--- config.mk ---
export PLATFORM = sky130hd
export DESIGN_NAME = buzzer_arbiter
export DESIGN_NICKNAME = d
export VERILOG_FILES = /design/src/rtl/quiz_pkg.sv /design/src/rtl/rr_pick4.sv /design/src/rtl/buzzer_arbiter.sv
export SDC_FILE = /design/constraint.sdc
export NUM_CORES = 1
export LEC_CHECK = 0
export ABC_AREA = 1
export CAP_MARGIN = 20
export CORE_MARGIN = 2
export CORE_UTILIZATION = 40
export DETAILED_ROUTE_END_ITERATION = 6
export GPL_TIMING_DRIVEN = 0
export PLACE_DENSITY = 0.63
export SETUP_SLACK_MARGIN = 0.1
export SYNTH_ARGS = -nofsm -noshare
export SYNTH_HDL_FRONTEND = slang
export SYNTH_SLANG_ARGS = --single-unit
--- constraint.sdc ---
create_clock -name Clk100M -period 3.8 [get_ports Clk100M]
set_input_delay 0.76 -clock Clk100M [delete_from_list [all_inputs] [get_ports Clk100M]]
set_output_delay 0.76 -clock Clk100M [all_outputs]
set_load 0.01 [all_outputs]
--- src/rtl/quiz_pkg.sv ---
// Shared types and sizing for the quiz buzzer arbiter.
package quiz_pkg;

    localparam int unsigned NPLAYER         = 4;
    localparam int unsigned ANSWER_SECS_DEF = 5;
    localparam int unsigned PTR_W           = 2;
    localparam int unsigned TIME_W          = 4;

    typedef enum logic [1:0] {
        IDLE   = 2'd0,
        ARMED  = 2'd1,
        ANSWER = 2'd2,
        POST   = 2'd3
    } state_t;

    // Index of the set bit in a one-hot player vector (0 when empty).
    function automatic logic [PTR_W-1:0] onehot_idx(input logic [NPLAYER-1:0] oh);
        logic [PTR_W-1:0] idx;
        idx = '0;
        for (int i = 0; i < int'(NPLAYER); i++) begin
            if (oh[i]) idx = PTR_W'(i);
        end
        return idx;
    endfunction

endpackage

--- src/rtl/rr_pick4.sv ---
// Four-way round-robin picker: first requester at or after ptr, wrapping.
module rr_pick4
    import quiz_pkg::*;
(
    input  logic [3:0]       req,
    input  logic [PTR_W-1:0] ptr,
    output logic [3:0]       gnt_c
);

    logic             found;
    logic [PTR_W-1:0] idx;

    always_comb begin
        gnt_c = '0;
        found = 1'b0;
        idx   = '0;
        for (int i = 0; i < 4; i++) begin
            idx = ptr + PTR_W'(i);
            if (!found && req[idx]) begin
                gnt_c[idx] = 1'b1;
                found      = 1'b1;
            end
        end
    end

endmodule

--- src/rtl/buzzer_arbiter.sv ---
// Quiz buzzer arbiter: grants one player an answer window per buzz, tracks
// per-round lockouts and counts the window down on 1 Hz ticks.
module buzzer_arbiter
    import quiz_pkg::*;
#(
    parameter int unsigned ANSWER_SECS = quiz_pkg::ANSWER_SECS_DEF,
    parameter int unsigned NPLAYER     = quiz_pkg::NPLAYER
) (
    input  logic              Clk100M,
    input  logic              nRst,
    input  logic              tick1Hz,
    input  logic              roundStart,
    input  logic [3:0]        buzz,
    input  logic              judgeOk,
    input  logic              judgeBad,
    output logic [3:0]        grant,
    output logic              answerSig,
    output logic              stopCount,
    output logic              postSig,
    output logic [3:0]        lockout,
    output logic [TIME_W-1:0] timeLeft
);

    localparam logic [3:0] ALL_LOCKED = 4'((1 << NPLAYER) - 1);

    state_t           state;
    logic [PTR_W-1:0] rr_ptr;
    logic [3:0]       pick_c;

    rr_pick4 u_pick (
        .req   (buzz & ~lockout),
        .ptr   (rr_ptr),
        .gnt_c (pick_c)
    );

    // Round control; every output is a register updated here.
    always_ff @(posedge Clk100M or negedge nRst) begin
        if (!nRst) begin
            state     <= IDLE;
            grant     <= '0;
            lockout   <= '0;
            timeLeft  <= '0;
            answerSig <= 1'b0;
            stopCount <= 1'b0;
            postSig   <= 1'b0;
            rr_ptr    <= '0;
        end else begin
            answerSig <= 1'b0;
            stopCount <= 1'b0;
            postSig   <= 1'b0;
            unique case (state)
                IDLE: begin
                    if (roundStart) begin
                        lockout <= '0;
                        state   <= ARMED;
                    end
                end
                ARMED: begin
                    if (roundStart) begin
                        lockout <= '0;
                    end else if (|pick_c) begin
                        grant     <= pick_c;
                        answerSig <= 1'b1;
                        timeLeft  <= TIME_W'(ANSWER_SECS);
                        rr_ptr    <= onehot_idx(pick_c) + PTR_W'(1);
                        state     <= ANSWER;
                    end
                end
                ANSWER: begin
                    // Priority: abort, then correct answer, then wrong/timeout.
                    if (roundStart) begin
                        stopCount <= 1'b1;
                        lockout   <= '0;
                        grant     <= '0;
                        timeLeft  <= '0;
                        state     <= ARMED;
                    end else if (judgeOk) begin
                        stopCount <= 1'b1;
                        postSig   <= 1'b1;
                        grant     <= '0;
                        timeLeft  <= '0;
                        state     <= POST;
                    end else if (judgeBad || (tick1Hz && timeLeft == TIME_W'(1))) begin
                        stopCount <= 1'b1;
                        lockout   <= lockout | grant;
                        grant     <= '0;
                        timeLeft  <= '0;
                        if ((lockout | grant) == ALL_LOCKED) begin
                            postSig <= 1'b1;
                            state   <= POST;
                        end else begin
                            state   <= ARMED;
                        end
                    end else if (tick1Hz && timeLeft != '0) begin
                        timeLeft <= timeLeft - TIME_W'(1);
                    end
                end
                POST: begin
                    if (roundStart) begin
                        lockout <= '0;
                        state   <= ARMED;
                    end else begin
                        state   <= IDLE;
                    end
                end
                default: state <= IDLE;
            endcase
        end
    end

endmodule
==> results.md, run 1 <==
* Filler cells at 360
* GP Congestion at 0.844
* Critical path peak fanout at 10
* All-layer global routing usage at 16.4%
* Setup tns final at 0 ns
* CTS resizes at 0
* DP Area at 1750 um2
* Die Y at 64.2 um
* Max Clock Skew at 0.000746 ns
* Post-CTS Setup Bufs at 0
* Post-DP HPWL at 2420 um
* Max-slew violation count at 0
* Outcome: finished, final reports clean
* CTS clock-pin slew for the worst setup and hold paths at 0.11 ns
* Worst reg2reg path endpoint: grant[2]$_DFFE_PN0P_
* Worst-case clock buffer depth at 2
* CTS tree: yes
* Critical path's top delay family: simple AND/OR/NAND/NOR gates
* CP startpoint: rr_ptr[0]$_DFFE_PN0P_
* Share of cells above drive strength 1 at 15.0%
* Pin count of the biggest net entering global routing at 20
* Crit path launch type: register
* First-pass GRT wire length at 5440 um
* Total Die Area at 4120 um2
* R2R Path Start: rr_ptr[0]$_DFFE_PN0P_
* Highest Clock Rate at 413 MHz
* TritonCTS Sinks at 19
* WP depth at 13
* Critical Path RT at 4.01 ns
* Post-Layout Inst Area at 1770 um2
* Syn Nets at 218
* Final worst-path cycle share at 63.8%
* Crit Path Class: reg -> reg
* Vias in the first global route at 1198
* NumNets Final at 247
* Initial drt markers at 92
* # rows at 21
* Worst reg-to-reg path cell count at 13
* Via count at 1335
* Hold Vio Cnt, Final at 0
* Slew Limit Headroom at 41.6%
* Port Buffers at 24
* Crit-path slowest cell: dfrtp_1
* Ant. Diodes at 0
* Leak Pwr at 0.906 nW
* Critical-path cell list: inv_2, ha_1, inv_1, nand3_1, nand2_1, nor2_2, nand3_1, nand3_2, nor2_2, nand3_2, nand3_1, nand2_1, nand2_1
* Crit path DAT at 2.63 ns
* Setup violations, final at 0
* Yosys warns at 0
* # IOs at 25
* Die width at 64.2 um
* FF+latch count, synth at 19
* Synthesized area at 1450 um2
* Routed wire length at 3130 um
* Fin crit period at 2.42 ns
* Least-Margin Pin Slew at 0.873 ns
* Synthesized instance count at 199
* Post-Syn Area per Cell at 7.28 um2
* Worst Setup EP: grant[2]$_DFFE_PN0P_
* Post-cts hold buffer count at 0
* Max Cap Viol at 0
* Worst hold margin at 0.506 ns
* Residual DRC count at 0
* Worst hold path depth at 2
* Sequential area share after synthesis at 32.8%
* Worst Hold Class: reg -> reg
* H-tree levels at 1
* CP Buf/Inv Count at 2
* Overflow after GRT at 0
* Post-synthesis cell type count at 25
* Initial antenna violation count at 0
* Core Area at 3420 um2
* Unrepaired setup endpoints after global routing: no
* Root buffer cell: clkbuf_4
* TritonRoute pass-1 iters at 4
* Synth-to-Final Area Change at 22.5%
* Crit. End Element: register
* Avg WL per Cell at 11.5 um
* PD cells at 760 nW/um2
* Peak supply drop at 397 uV
* Latest clock arrival within the worst-skew pair at 0.30 ns
* Starting density of the core at 42.4%
* Routed Antenna Nets at 0
* Flop2flop setup slack at 1.38 ns
* CP max stage delay at 0.60 ns
* Vias per cell at 4.89
* Total CTS buffers at 3
==> worst reg2reg max path: cells and delay by family, from the launching register on <==
kind	cells	cell delay, ns
flip-flops	1	0.60
AND/OR/NAND/NOR	10	1.09
buffers and inverters	2	0.27
adder cells (fa/ha/maj)	1	0.39
==> stage by stage <==
stage               utilization (%)  total power [mW]  instances  setup slack (ns)
floorplan                         -              1.01        199              1.78
global placement               51.1              1.24        269              1.19
detailed placement             51.1              1.24        269              1.19
CTS                            51.9              1.36        273              1.41
global route                   51.9              1.50        273              1.06
finish                         51.9              1.35        273              1.38
==> Yosys cell counts <==
cell type  count  area [um2]
nor2_2         4        25.0
nand2_1       55         206
nand3b_1       1        7.51
nand3_2       12         120
nand3_1       19        95.1
nand4_1        8        50.1
nand2_4        1        11.3
nand2_2        4        25.0
nor3_1         2        10.0
a21boi_0       1        7.51
o21ai_1        3        15.0
xnor2_1        2        17.5
clkinv_1       2        7.51
a31oi_1        3        18.8
o21ai_0        5        25.0
a21oi_1        6        30.0
nor2_1         9        33.8
inv_1         24        90.1
buf_6          1        11.3
or2_2          3        18.8
nor2_4         1        11.3
o2111ai_1      1        8.76
dfrtp_1       19         475
ha_1           9         113
inv_2          4        15.0
==> how the worst min path moves through the flow <==
stage | startpoint | end | slack (ns)
floorplan | nRst | answerSig$_DFF_PN0_ | 0.46
global placement | grant[1]$_DFFE_PN0P_ | grant[1]$_DFFE_PN0P_ | 0.49
detailed placement | grant[1]$_DFFE_PN0P_ | grant[1]$_DFFE_PN0P_ | 0.49
CTS | grant[1]$_DFFE_PN0P_ | grant[1]$_DFFE_PN0P_ | 0.52
global route | grant[1]$_DFFE_PN0P_ | grant[1]$_DFFE_PN0P_ | 0.53
finish | grant[1]$_DFFE_PN0P_ | grant[1]$_DFFE_PN0P_ | 0.51
==> sequential cells by signal (all words and copies together), names as in the netlist <==
name       count
grant          4
lockout        4
timeLeft       4
rr_ptr         2
state          2
answerSig      1
postSig        1
stopCount      1
==> where the power goes <==
group	switching, mW	internal, mW	leakage, nW
registers	0.0671	0.261	0.249
clock network	0.0652	0.0393	0.0177
logic	0.563	0.352	0.639
total	0.696	0.652	0.906
==> final cells by class <==
type	count	area (um2)	area share, %
repair buffers	24	240	13.5
inverters	30	113	6.35
flip-flops and latches	19	475	26.8
clock inverters	1	5.00	0.282
multi-input cells	149	850	47.9
plain buffers	1	11.3	0.635
clock buffers	3	22.5	1.27
well taps	46	57.6	3.24
==> placed cells by master (no fill, tap or decap), drive strengths merged <==
| cell type | netlist | layout |
|---|---|---|
| nor3 | 2 | 2 |
| a21oi | 6 | 6 |
| a21boi | 1 | 1 |
| ha | 9 | 9 |
| nand3b | 1 | 1 |
| o2111ai | 1 | 1 |
| dfrtp | 19 | 19 |
| inv | 28 | 28 |
| buf | 1 | 1 |
| clkbuf | 0 | 3 |
| o21ai | 8 | 8 |
| clkdlybuf4s50 | 0 | 24 |
| xnor2 | 2 | 2 |
| nand4 | 8 | 8 |
| nor2 | 14 | 14 |
| clkinv | 2 | 3 |
| nand2 | 60 | 60 |
| or2 | 3 | 3 |
| nand3 | 31 | 31 |
| a31oi | 3 | 3 |
==> cell families after synthesis <==
logic type / Yosys count / synth area share, %
flip-flops: 19 / 32.8
XOR/XNOR: 2 / 1.21
AND/OR/NAND/NOR: 119 / 42.4
adder cells (fa/ha/maj): 9 / 7.77
AO/OA/AOI/OAI: 19 / 7.25
buffers and inverters: 31 / 8.55
==> per-layer routing <==
metal  vias to the layer above  GRT usage (%)  routed length [um]
met5                         -              0                   0
li1                        702              -                   -
met2                        33           25.1                1350
met1                       598           23.8                1590
met3                         2           3.52                 180
met4                         0           3.19                  17
Power figures use the tool's default switching activity.
==> run 2, diff against run 1 <==
Clock period 3.8 ns to 2.25 ns, I/O delays scaled along.
==> results.md, run 2 (same netlist as run 1, synthesis figures left out) <==
* Crit Path Class: reg -> reg
* Commonest non-fill, non-tap cells in the layout: 54 x nand2_1, 24 x clkdlybuf4s50_1, 23 x inv_1
* Filler cells at 348
* Initial antenna violation count at 0
* H-tree levels at 1
* Max-slew violation count at 0
* Vias in the first global route at 1204
* Crit. End Element: register
* Slew Limit Headroom at 41.7%
* Crit path DAT at 2.25 ns
* Power after layout at 2.56 mW
* Cell Int Power at 1.25 mW
* Unrepaired setup endpoints after global routing: no
* First-pass GRT wire length at 5530 um
* Overflow after GRT at 0
* Worst reg-to-reg path cell count at 14
* # rows at 21
* Share of cells above drive strength 1 at 21.1%
* Leak Pwr at 0.943 nW
* PD cells at 1350 nW/um2
* NumNets Final at 252
* Root buffer cell: clkbuf_4
* R2R Path Start: rr_ptr[0]$_DFFE_PN0P_
* Post-placement worst setup slack at -0.113 ns
* Clock share of power at 6.9%
* Switch share at 51.2%
* CP startpoint: rr_ptr[0]$_DFFE_PN0P_
* Flop2flop setup slack at 0.21 ns
* NetSw at 1.31 mW
* Fin crit period at 2.04 ns
* Total CTS buffers at 3
* Setup WS post-layout at 0.208 ns
* Hold Vio Cnt, Final at 0
* TritonCTS Sinks at 19
* Combinational fraction of design power at 72.1%
* Sequential power share at 21.0%
* Avg WL per Cell at 12.3 um
* Setup violations, final at 0
* Critical path peak fanout at 5
* Post-DP HPWL at 2420 um
* Pin count of the biggest net entering global routing at 20
* Starting density of the core at 42.4%
* Port Buffers at 24
* CTS clock-pin slew for the worst setup and hold paths at 0.11 ns
* Worst Setup EP: timeLeft[2]$_DFFE_PN0P_
* Worst Hold Class: reg -> reg
* Residual DRC count at 0
* Final worst-path cycle share at 90.7%
* Routed wire length at 3410 um
* Core Area at 3420 um2
* Latest clock arrival within the worst-skew pair at 0.30 ns
* TritonRoute pass-1 iters at 4
* GP Congestion at 0.844
* Peak supply drop at 685 uV
* Most common cell after layout, fill and taps aside: nand2_1
* Top flop regs: grant x4, lockout x4, timeLeft x4
* Highest Clock Rate at 490 MHz
* Vias per cell at 4.94
* Routed Antenna Nets at 0
* Total Die Area at 4120 um2
* Worst-case clock buffer depth at 2
* Via count at 1372
* Synth-to-Final Area Change at 30.6%
* All-layer global routing usage at 16.7%
* Initial drt markers at 86
* Ant. Diodes at 0
* Outcome: finished, final reports clean
* Crit path launch type: register
* # IOs at 25
* Max Clock Skew at 0.00136 ns
* Die width at 64.2 um
* Critical Path RT at 2.45 ns
* Worst reg2reg path endpoint: timeLeft[2]$_DFFE_PN0P_
* Max Cap Viol at 0
* CTS tree: yes
* Least-Margin Pin Slew at 0.871 ns
* Die Y at 64.2 um
run 2: final cells by class:
type | count | area, um2 | share of cell area, %
multi-input cells | 149 | 920 | 48.6
flip-flops and latches | 19 | 478 | 25.3
repair buffers | 29 | 278 | 14.7
inverters | 30 | 120 | 6.35
well taps | 46 | 57.6 | 3.04
clock buffers | 3 | 22.5 | 1.19
plain buffers | 1 | 11.3 | 0.595
clock inverters | 1 | 5.00 | 0.265
run 2: layer usage:
| layer | track usage [%] | wire length [um] | vias to the layer above |
|---|---|---|---|
| met5 | 0 | 0 | - |
| met4 | 3.19 | 23 | 0 |
| met3 | 3.52 | 135 | 4 |
| met2 | 25.4 | 1530 | 28 |
| met1 | 24.6 | 1720 | 623 |
| li1 | - | - | 717 |
run 2: how the worst min path moves through the flow:
stage | from | endpoint | slack, ns | cells after the start
2_1_floorplan | nRst | answerSig$_DFF_PN0_ | 0.15 | 0
3_3_place_gp | grant[1]$_DFFE_PN0P_ | grant[1]$_DFFE_PN0P_ | 0.49 | 2
3_5_place_dp | grant[1]$_DFFE_PN0P_ | grant[1]$_DFFE_PN0P_ | 0.49 | 2
4_1_cts | grant[1]$_DFFE_PN0P_ | grant[1]$_DFFE_PN0P_ | 0.52 | 2
5_1_grt | grant[1]$_DFFE_PN0P_ | grant[1]$_DFFE_PN0P_ | 0.53 | 2
6_report | grant[1]$_DFFE_PN0P_ | grant[1]$_DFFE_PN0P_ | 0.51 | 2
run 2: per-stage QoR:
step                util (%)  cell area (um2)  setup TNS (ns)  cells  hold WS [ns]
floorplan                  -             1450               0    199         0.154
global placement        51.1             1750           -1.31    269         0.487
detailed placement      51.1             1750           -1.22    269         0.487
CTS                     52.5             1790               0    275         0.516
global route            55.4             1890               0    278         0.531
finish                  55.4             1890               0    278         0.507
run 2: repair_timing:
item                                    in CTS  in global routing
resized for setup                            3                 18
endpoints found under the setup margin      13                 13
buffers inserted                             2                  2
hold buffers                                 0                  0
cloned                                       0                  1
pin swaps                                    0                  2
run 2: worst max-delay path: stages, from the launching register on:
cell,delay [ns]
dfrtp_2,0.43
clkinv_4,0.09
ha_4,0.28
inv_1,0.06
nand3_1,0.07
nand2_1,0.07
nand2_2,0.11
inv_2,0.07
nand3_1,0.08
nand3_2,0.11
nor2_4,0.13
nand3_4,0.11
buf_4,0.18
nand4_1,0.08
nand2_1,0.07
run 2: power groups by stage:
stage,combinational (mW),sequential (mW),clock [mW]
floorplan,1.15,0.565,0
finish,1.84,0.537,0.177
detailed placement,1.54,0.560,0
CTS,1.61,0.530,0.188
global route,2.06,0.550,0.201
global placement,1.54,0.562,0
==> run 3, diff against run 2 <==
Settings changed: SLEW_MARGIN from default to 5.
==> results of run 3 <==
Final layout, timing and power as in run 2 (identical DEF).
